$ cat src/rtl/seed_hit_array.sv
// Systolic seed-hit detector: NUM_CELLS query cells compare one broadcast subject
// nucleotide per cycle, track diagonal match runs and queue exact word hits for output.
module seed_hit_array #(
    parameter int LENGTH_CHAR    = 3,
    parameter int LENGTH_COUNTER = 8,
    parameter int LENGTH_ADDRESS = 16,
    parameter int NUM_CELLS      = 16,
    parameter int WORD_LEN       = 4
) (
    input  logic                      com_clk,
    input  logic                      reset,
    input  logic                      query_clear,
    input  logic                      query_valid,
    input  logic [LENGTH_CHAR-1:0]    query_char,
    output logic                      query_ready,
    output logic                      query_full,
    input  logic                      sub_start,
    input  logic                      sub_valid,
    input  logic [LENGTH_CHAR-1:0]    sub_char,
    output logic                      sub_ready,
    output logic                      hit_valid,
    input  logic                      hit_ready,
    output logic [LENGTH_COUNTER-1:0] hit_query_id,
    output logic [LENGTH_ADDRESS-1:0] hit_sub_id,
    output logic [LENGTH_ADDRESS-1:0] sub_count
);

    localparam int QW = $clog2(NUM_CELLS + 1);
    localparam int RW = $clog2(WORD_LEN + 1);
    localparam logic [RW-1:0]          RUN_MAX = RW'(WORD_LEN);
    localparam logic [LENGTH_CHAR-1:0] CODE_N  = LENGTH_CHAR'(5);
    localparam logic [LENGTH_ADDRESS-1:0] BASE_OFS = LENGTH_ADDRESS'(WORD_LEN - 1);
    localparam logic [LENGTH_COUNTER-1:0] QID_OFS  = LENGTH_COUNTER'(WORD_LEN - 1);

    logic [LENGTH_CHAR-1:0]    r_cell [NUM_CELLS];
    logic [RW-1:0]             r_run  [NUM_CELLS];
    logic [QW-1:0]             r_q_count;
    logic [NUM_CELLS-1:0]      r_pend;
    logic [LENGTH_ADDRESS-1:0] r_hit_base;
    logic [LENGTH_ADDRESS-1:0] r_sub_count;

    logic                      w_query_code_ok;
    logic                      w_sub_code_ok;
    logic                      w_query_full;
    logic                      w_query_load;
    logic                      w_pend_single;
    logic                      w_sub_acc;
    logic                      w_sub_take;
    logic                      w_hit_take;
    logic                      w_flush;
    logic [NUM_CELLS-1:0]      w_match;
    logic [NUM_CELLS-1:0]      w_new_hit;
    logic [NUM_CELLS-1:0]      w_pend_next;
    logic [RW-1:0]             w_run_prev [NUM_CELLS];
    logic [RW-1:0]             w_run_ext  [NUM_CELLS];
    logic [RW-1:0]             w_run_next [NUM_CELLS];
    logic [LENGTH_CHAR-1:0]    w_cell_next [NUM_CELLS];
    logic [LENGTH_COUNTER-1:0] w_low_idx;

    assign w_query_code_ok = (query_char != '0) && (query_char <= CODE_N);
    assign w_sub_code_ok   = (sub_char != '0) && (sub_char <= CODE_N);
    assign w_query_full    = (r_q_count == QW'(NUM_CELLS));
    assign w_query_load    = query_valid && !w_query_full && w_query_code_ok;
    assign w_flush         = query_clear || sub_start;

    // Subject may only advance when at most one hit is left and it leaves this cycle.
    assign w_pend_single = (r_pend != '0) && ((r_pend & (r_pend - 1'b1)) == '0);
    assign sub_ready     = w_query_full && !w_flush &&
                           ((r_pend == '0) || (w_pend_single && hit_ready));
    assign w_sub_acc     = sub_valid && sub_ready;
    assign w_sub_take    = w_sub_acc && w_sub_code_ok;
    assign w_hit_take    = hit_valid && hit_ready;

    genvar gi;
    generate
        for (gi = 0; gi < NUM_CELLS; gi++) begin : g_cell
            if (gi == 0) begin : g_first
                assign w_run_prev[gi] = '0;
            end else begin : g_rest
                assign w_run_prev[gi] = r_run[gi-1];
            end
            assign w_match[gi]     = (r_cell[gi] == sub_char) && (sub_char != CODE_N) &&
                                     (r_cell[gi] != CODE_N);
            assign w_run_ext[gi]   = (w_run_prev[gi] == RUN_MAX) ? RUN_MAX
                                                                 : w_run_prev[gi] + RW'(1);
            assign w_run_next[gi]  = w_match[gi] ? w_run_ext[gi] : '0;
            assign w_new_hit[gi]   = w_match[gi] && (w_run_ext[gi] == RUN_MAX);
            assign w_cell_next[gi] = (w_query_load && (r_q_count == QW'(gi))) ? query_char
                                                                              : r_cell[gi];
        end
    endgenerate

    // A fresh subject char overwrites P: it was empty or its single bit is draining now.
    always_comb begin
        w_pend_next = r_pend;
        if (w_sub_take) begin
            w_pend_next = w_new_hit;
        end else if (w_hit_take) begin
            w_pend_next = r_pend & (r_pend - 1'b1);
        end
    end

    always_comb begin
        w_low_idx = '0;
        for (int i = NUM_CELLS - 1; i >= 0; i--) begin
            if (r_pend[i]) begin
                w_low_idx = LENGTH_COUNTER'(i);
            end
        end
    end

    always_ff @(posedge com_clk or posedge reset) begin
        if (reset) begin
            for (int i = 0; i < NUM_CELLS; i++) begin
                r_cell[i] <= '0;
                r_run[i]  <= '0;
            end
            r_q_count   <= '0;
            r_pend      <= '0;
            r_hit_base  <= '0;
            r_sub_count <= '0;
        end else begin
            if (query_clear) begin
                for (int i = 0; i < NUM_CELLS; i++) begin
                    r_cell[i] <= '0;
                end
                r_q_count <= '0;
            end else if (w_query_load) begin
                for (int i = 0; i < NUM_CELLS; i++) begin
                    r_cell[i] <= w_cell_next[i];
                end
                r_q_count <= r_q_count + QW'(1);
            end

            if (w_flush) begin
                for (int i = 0; i < NUM_CELLS; i++) begin
                    r_run[i] <= '0;
                end
                r_pend      <= '0;
                r_hit_base  <= '0;
                r_sub_count <= '0;
            end else begin
                if (w_sub_take) begin
                    for (int i = 0; i < NUM_CELLS; i++) begin
                        r_run[i] <= w_run_next[i];
                    end
                    r_hit_base  <= r_sub_count - BASE_OFS;
                    r_sub_count <= r_sub_count + LENGTH_ADDRESS'(1);
                end
                r_pend <= w_pend_next;
            end
        end
    end

    assign query_full   = w_query_full;
    assign query_ready  = !w_query_full;
    assign hit_valid    = (r_pend != '0);
    assign hit_query_id = hit_valid ? (w_low_idx - QID_OFS) : '0;
    assign hit_sub_id   = r_hit_base;
    assign sub_count    = r_sub_count;

endmodule

$ cat config.mk
export PLATFORM = sky130hd
export DESIGN_NAME = seed_hit_array
export DESIGN_NICKNAME = d
export VERILOG_FILES = /design/src/rtl/seed_hit_array.sv
export SDC_FILE = /design/constraint.sdc
export NUM_CORES = 1
export LEC_CHECK = 0
export ABC_AREA = 1
export ABC_CLOCK_PERIOD_IN_PS = 5450
export CAP_MARGIN = 40
export CORE_MARGIN = 4
export CORE_UTILIZATION = 40
export CTS_BUF_LIST = sky130_fd_sc_hd__clkbuf_16
export DETAILED_ROUTE_END_ITERATION = 8
export DONT_BUFFER_PORTS = 1
export SLEW_MARGIN = 20
export SYNTH_ARGS = -nofsm -noshare
export SYNTH_HDL_FRONTEND = slang
export SYNTH_SLANG_ARGS = --single-unit
$ cat constraint.sdc
create_clock -name com_clk -period 5.45 [get_ports com_clk]
set_input_delay 0.545 -clock com_clk [delete_from_list [all_inputs] [get_ports com_clk]]
set_output_delay 0.545 -clock com_clk [all_outputs]
set_load 0.005 [all_outputs]
# After elaboration in Yosys (flattened, before gate mapping)
# Index checks and enable logic that the tools add are counted.
# word_totals
ff_bits	146
inputBits	13
output_inout_bits	44
elab_cells	333
# op_classes
add_sub_neg	20
magnitude_cmp	2
n_eq_ne	79
mux	77
bitwise_logic	1
n_reduce_logical	119
# ops
operator	n
48-bit 2-to-1 mux	4
3-bit 2-to-1 mux	46
16-bit 2-to-1 mux	7
8-bit 2-to-1 mux	14
3-bit == test, second input constant	30
1-bit logical AND	74
3-bit != test, second input constant	17
3-bit == test	16
3-bit by 1-bit adder with 3-bit output, second input constant	15
5-bit by 4-bit == test with 1-bit output, second input constant	8
2-bit nonzero test	18
16-bit zero test	2
2-bit AND reduction	16
5-bit by 3-bit == test with 1-bit output, second input constant	4
16-bit by 1-bit adder with 16-bit output, second input constant	1
16-bit bitwise AND	1
16-bit nonzero test	1
16-bit by 1-bit subtractor with 16-bit output, second input constant	1
16-bit by 2-bit subtractor with 16-bit output, second input constant	1
4-bit 2-to-1 mux	3
5-bit by 2-bit == test with 1-bit output, second input constant	2
5-bit 2-to-1 mux	2
3-bit nonzero test	3
8-bit by 2-bit subtractor with 8-bit output, second input constant	1
other kinds (8)	11

# Depth between registers and ports, before layout
# depth
word_depth	18
ltp_mapped	16
depth_no_buf	16

# Worst setup path before layout
# No wires, ideal clock.
# synth_path
kind	register to output
from	register r_pend[14]
to	output hit_query_id[3]
arrival_time_ns	1.717
required_time_ns	4.905
slack_ns	3.188
path_stages_with_launch	15
path_buffers	0
cell_sequence	dfrtp_1 o21ai_0 a21oi_1 nor2_1 nor2_1 o21ai_0 nand2_1 nand2_1 nand2_1 a21oi_1 nand2_1 nand2_1 inv_1 ha_1 nor2_1
# synth_via
elab_chain_len	17
word_cells_on_any_way	18
classes_between	add/sub (1); mux (16); reduce/logical (1)
# synth_lines
item	line	rtl
start: declaration	38	logic [NUM_CELLS-1:0] r_pend;
start signal: assignment	150	r_pend <= w_pend_next;
4-bit 2-to-1 mux (2 in a row)	106	if (r_pend[i]) begin
8-bit 2-to-1 mux (13 in a row)	106	
8-bit by 2-bit subtractor with 8-bit output	158	assign hit_query_id = hit_valid ? (w_low_idx - QID_OFS) : '0;
8-bit 2-to-1 mux (*)	158	
end: declaration	23	output logic [LENGTH_COUNTER-1:0] hit_query_id,
# Every way passes the cells marked *; elsewhere a longest branch is shown, timed or not.

# Worst setup path in the final report
# layout_path
from	register r_pend[2]
to	register r_pend[2]
# layout_via
elab_chain_len	11
word_cells_on_any_way	16
classes_between	add/sub (1); mux (3); bitwise (1); reduce/logical (11)
# layout_lines
item	line	rtl
16-bit by 1-bit subtractor with 16-bit output	67, 99	
16-bit bitwise AND	67, 99	
16-bit zero test	67	assign w_pend_single = (r_pend != '0) && ((r_pend & (r_pend - 1'b1)) == '0);
1-bit logical AND	67	
1-bit logical AND	69	((r_pend == '0) || (w_pend_single && hit_ready));
1-bit logical OR	69	
1-bit logical AND	68	assign sub_ready = w_query_full && !w_flush &&
1-bit logical AND	70	assign w_sub_acc = sub_valid && sub_ready;
1-bit logical AND	71	assign w_sub_take = w_sub_acc && w_sub_code_ok;
16-bit 2-to-1 mux	96	if (w_sub_take) begin
16-bit 2-to-1 mux	135	if (w_flush) begin
# Several ways; a longest one is shown, not always the timed one. The select of a mux whose other input is x is not followed.
# A chain may end at the register's enable or synchronous reset.

==> impl_results.md <==
- DR vias/cell: 5.14
- Layout cells sized above 1: 0.0545
- Worst Reg2Reg Path Length in Cells: 12
- Initial core utilization: 0.411
- Fillers: 1944
- DR pass1 iterations: 7
- Ys async rst share: 1.00
- Post-layout worst setup margin: around 2.1 ns
- Setup-failing EPs final: 0
- CTS tree: yes
- Die W: 150 µm
- Critical path's slowest cell: clkinv_1
- Mapped Cells: 1029
- I/O pin count: 57
- Root buffer cell: clkbuf_16
- Post-layout instance count excluding filler cells: 1293
- RSZ-0062 raised after global routing: false
- Htree depth: 4
- Initial antenna violation count: 1
- Global-route wire length before repair: 33.6 mm
- Warnings from Yosys: 0
- Most frequent cells in the layout: 235 x nand2_1, 139 x dfrtp_1, 127 x inv_1
- Max FO, Critical Path: 51
- Number of global-route vias before repair: 6474
- Worst setup SP type: flop
- Detail Route Antenna Nets: 0
- Start point of the critical path: r_pend[2]$_DFFE_PP0P_
- CTS Sinks: ~140
- IO Port Bufs: 0
- Reg-to-reg slack, setup: 2.11 ns
- Cell taking the most area after synthesis: dfrtp_1
- Peak supply drop: 0.000252 V
- Yosys reg bits: 139
- Fin util: 0.451
- Main synth FF type: dfrtp_1
- Kind of cell adding the most delay to the critical path: simple AND/OR/NAND/NOR gates
- Post-synth EDFFs: 0
- Class of the most critical setup path: flop to flop
- Initial drt markers: 377
- Status: complete, no violations
- Commonest non-fill, non-tap cell in the layout: nand2_1
- Worst Skew: 0.00628 ns
- Setup TNS: 0 ns
- Dpl hpwl: 14.1 mm
- Total congestion overflow: 0
- FMAX: 0.300 GHz
- Final Max Tran Viols: 0
- Setup crit end: r_pend[2]$_DFFE_PP0P_
- Min-Delay Path Class: primary input to asynchronous set/reset pin
- P_leak: 4.24 nW
- N_diodes: 0
- Fin. Hold Viols: 0
- Placed cell count: around 1300
- Required time worst endpoint: 5.75 ns
- Routability cong.: about 0.82
- Chip Height: 150 µm
- Residual DRC: 0
- Crit path top cell by count: nand2_1
- TritonCTS buffer count: 17
- Tot GR Track Use: 0.189
- R2r endpoint: r_pend[2]$_DFFE_PP0P_
- WP buf/inv: 2
- Crit path DAT: 3.64 ns
- Post-synth net total: ~1100
- Core area: 19700 µm²
- Slew margin rel.: 0.469
- Yosys cell types: 43
- Synth top area share: 0.429
- CTS clk-pin slew, worst paths: ~0.06 ns
- Nets: 1063
- MaxCap Viol Count: 0
- Die Area: 22600 µm²
- Syn avg cell area: 7.88 µm²
- Clk buf depth: 2
- Largest net degree at the start of global routing: between 80 and 90
- Routed via count: 6649
- Gates resized, CTS repair: 0
- Clk_lat worst skew: 0.42 ns
- R2r startpoint: r_pend[2]$_DFFE_PP0P_
- Fin crit period: 3.34 ns
- Critical Path End Type: flop
- Routed WL: 20.3 mm
- PwrDens: 271 nW/µm²
- Sequential fraction of the synthesis area: 0.429
- Critical path, cell by cell: nor2_4 -> nand2_2 -> nor2_2 -> a21oi_1 -> nor2_1 -> nand3_1 -> nand2_1 -> nand3_2 -> buf_4 -> clkinv_1 -> nand2_1 -> nand2_1
- Synth area leaders: dfrtp_1 43%, nand2_1 11%, o21ai_0 6.0%
- Worst slack at placement: 1.98 ns
- Actual slew at the worst max-slew pin: between 0.7 and 0.8 ns
- CTS Hold Bufs: 0
- Mapped Area: 8110 µm²
- Critical path depth: 12
- P&R area growth vs syn: 9.78%
- Fin crit share: 0.612
- Drt wl/cell: 15.7 µm
- Setup Fix Bufs, Post-CTS: 0
- # rows: 51
- Max stage delay on crit path: around 0.7 ns
[kinds of logic (layout without fill, tap and decap cells)]
logic type | Yosys count | after routing | share of synthesized area
mux | 9 | 9 | 0.0125
xor+xnor | 56 | 56 | 0.0605
compound gates | 191 | 191 | 0.134
simple gates | 428 | 428 | 0.225
buf+inv | 171 | 170 | 0.0856
fa+ha+maj | 35 | 35 | 0.0540
flops | 139 | 139 | 0.429
[how the worst min path moves through the flow]
| stage | startpoint | to | slack [ns] | depth (start not counted) |
|---|---|---|---|---|
| after floorplan | r_cell[25]$_DFFE_PP0P_ | r_cell[25]$_DFFE_PP0P_ | 0.45 | 2 |
| after global placement | r_cell[25]$_DFFE_PP0P_ | r_cell[25]$_DFFE_PP0P_ | 0.47 | 2 |
| after detailed placement | r_cell[25]$_DFFE_PP0P_ | r_cell[25]$_DFFE_PP0P_ | 0.48 | 2 |
| after CTS | reset | sub_count[3]$_DFFE_PP0P_ | 0.15 | 1 |
| after global routing | reset | sub_count[6]$_DFFE_PP0P_ | 0.17 | 1 |
| final | reset | sub_count[5]$_DFFE_PP0P_ | 0.11 | 1 |
[power breakdown]
group	total [mW]	internal, mW	switching, mW
logic	0.168	0.0552	0.113
clock network	1.16	0.710	0.448
registers	1.09	1.06	0.0222
[cells in the mapped netlist, types with 5 or more instances]
master / n
xnor2_1: 19
buf_2: 12
a21oi_1: 39
mux2_2: 9
clkbuf_1: 20
dfrtp_1: 139
o31ai_1: 26
xor2_1: 37
nand4_1: 16
nor4_1: 10
o21ai_0: 97
inv_1: 126
ha_1: 35
nand3_1: 55
o21bai_1: 11
nand2_1: 235
o22ai_1: 5
nor2_1: 78
buf_4: 6
nor3_1: 19
[metrics by stage]
stage | power [mW] | area, µm² | hold slack, ns
2_1_floorplan | 1.23 | 8110 | 0.453
3_3_place_gp | 1.27 | 8280 | 0.469
3_5_place_dp | 1.27 | 8280 | 0.477
4_1_cts | 2.43 | 8870 | 0.146
5_1_grt | 2.51 | 8900 | 0.169
6_report | 2.41 | 8900 | 0.108
[sequential cells by signal, indices dropped and copies added (netlist names)]
signal / count
sub_count: 14
r_pend: 14
hit_sub_id: 16
r_cell: 48
r_q_count: 5
r_run: 42
[cell type report]
| class | instances | area [µm²] | area share |
|---|---|---|---|
| clock buffers | 17 | 425 | 0.0478 |
| clock inverters | 15 | 158 | 0.0177 |
| inverters | 130 | 493 | 0.0554 |
| multi-input cells | 719 | 3940 | 0.442 |
| flip-flops and latches | 139 | 3480 | 0.391 |
| well taps | 265 | 332 | 0.0373 |
| repair buffers | 8 | 80.1 | 0.00900 |
[routing by layer]
layer / vias to the layer above / routed length (µm) / global-route usage
met5: - / 13 / 0
met4: 2 / 346 / 0.0522
met3: 27 / 811 / 0.0464
met2: 107 / 9480 / 0.307
met1: 3180 / 9670 / 0.251
li1: 3333 / - / -
Note: power is estimated with default switching activity, not from simulation.
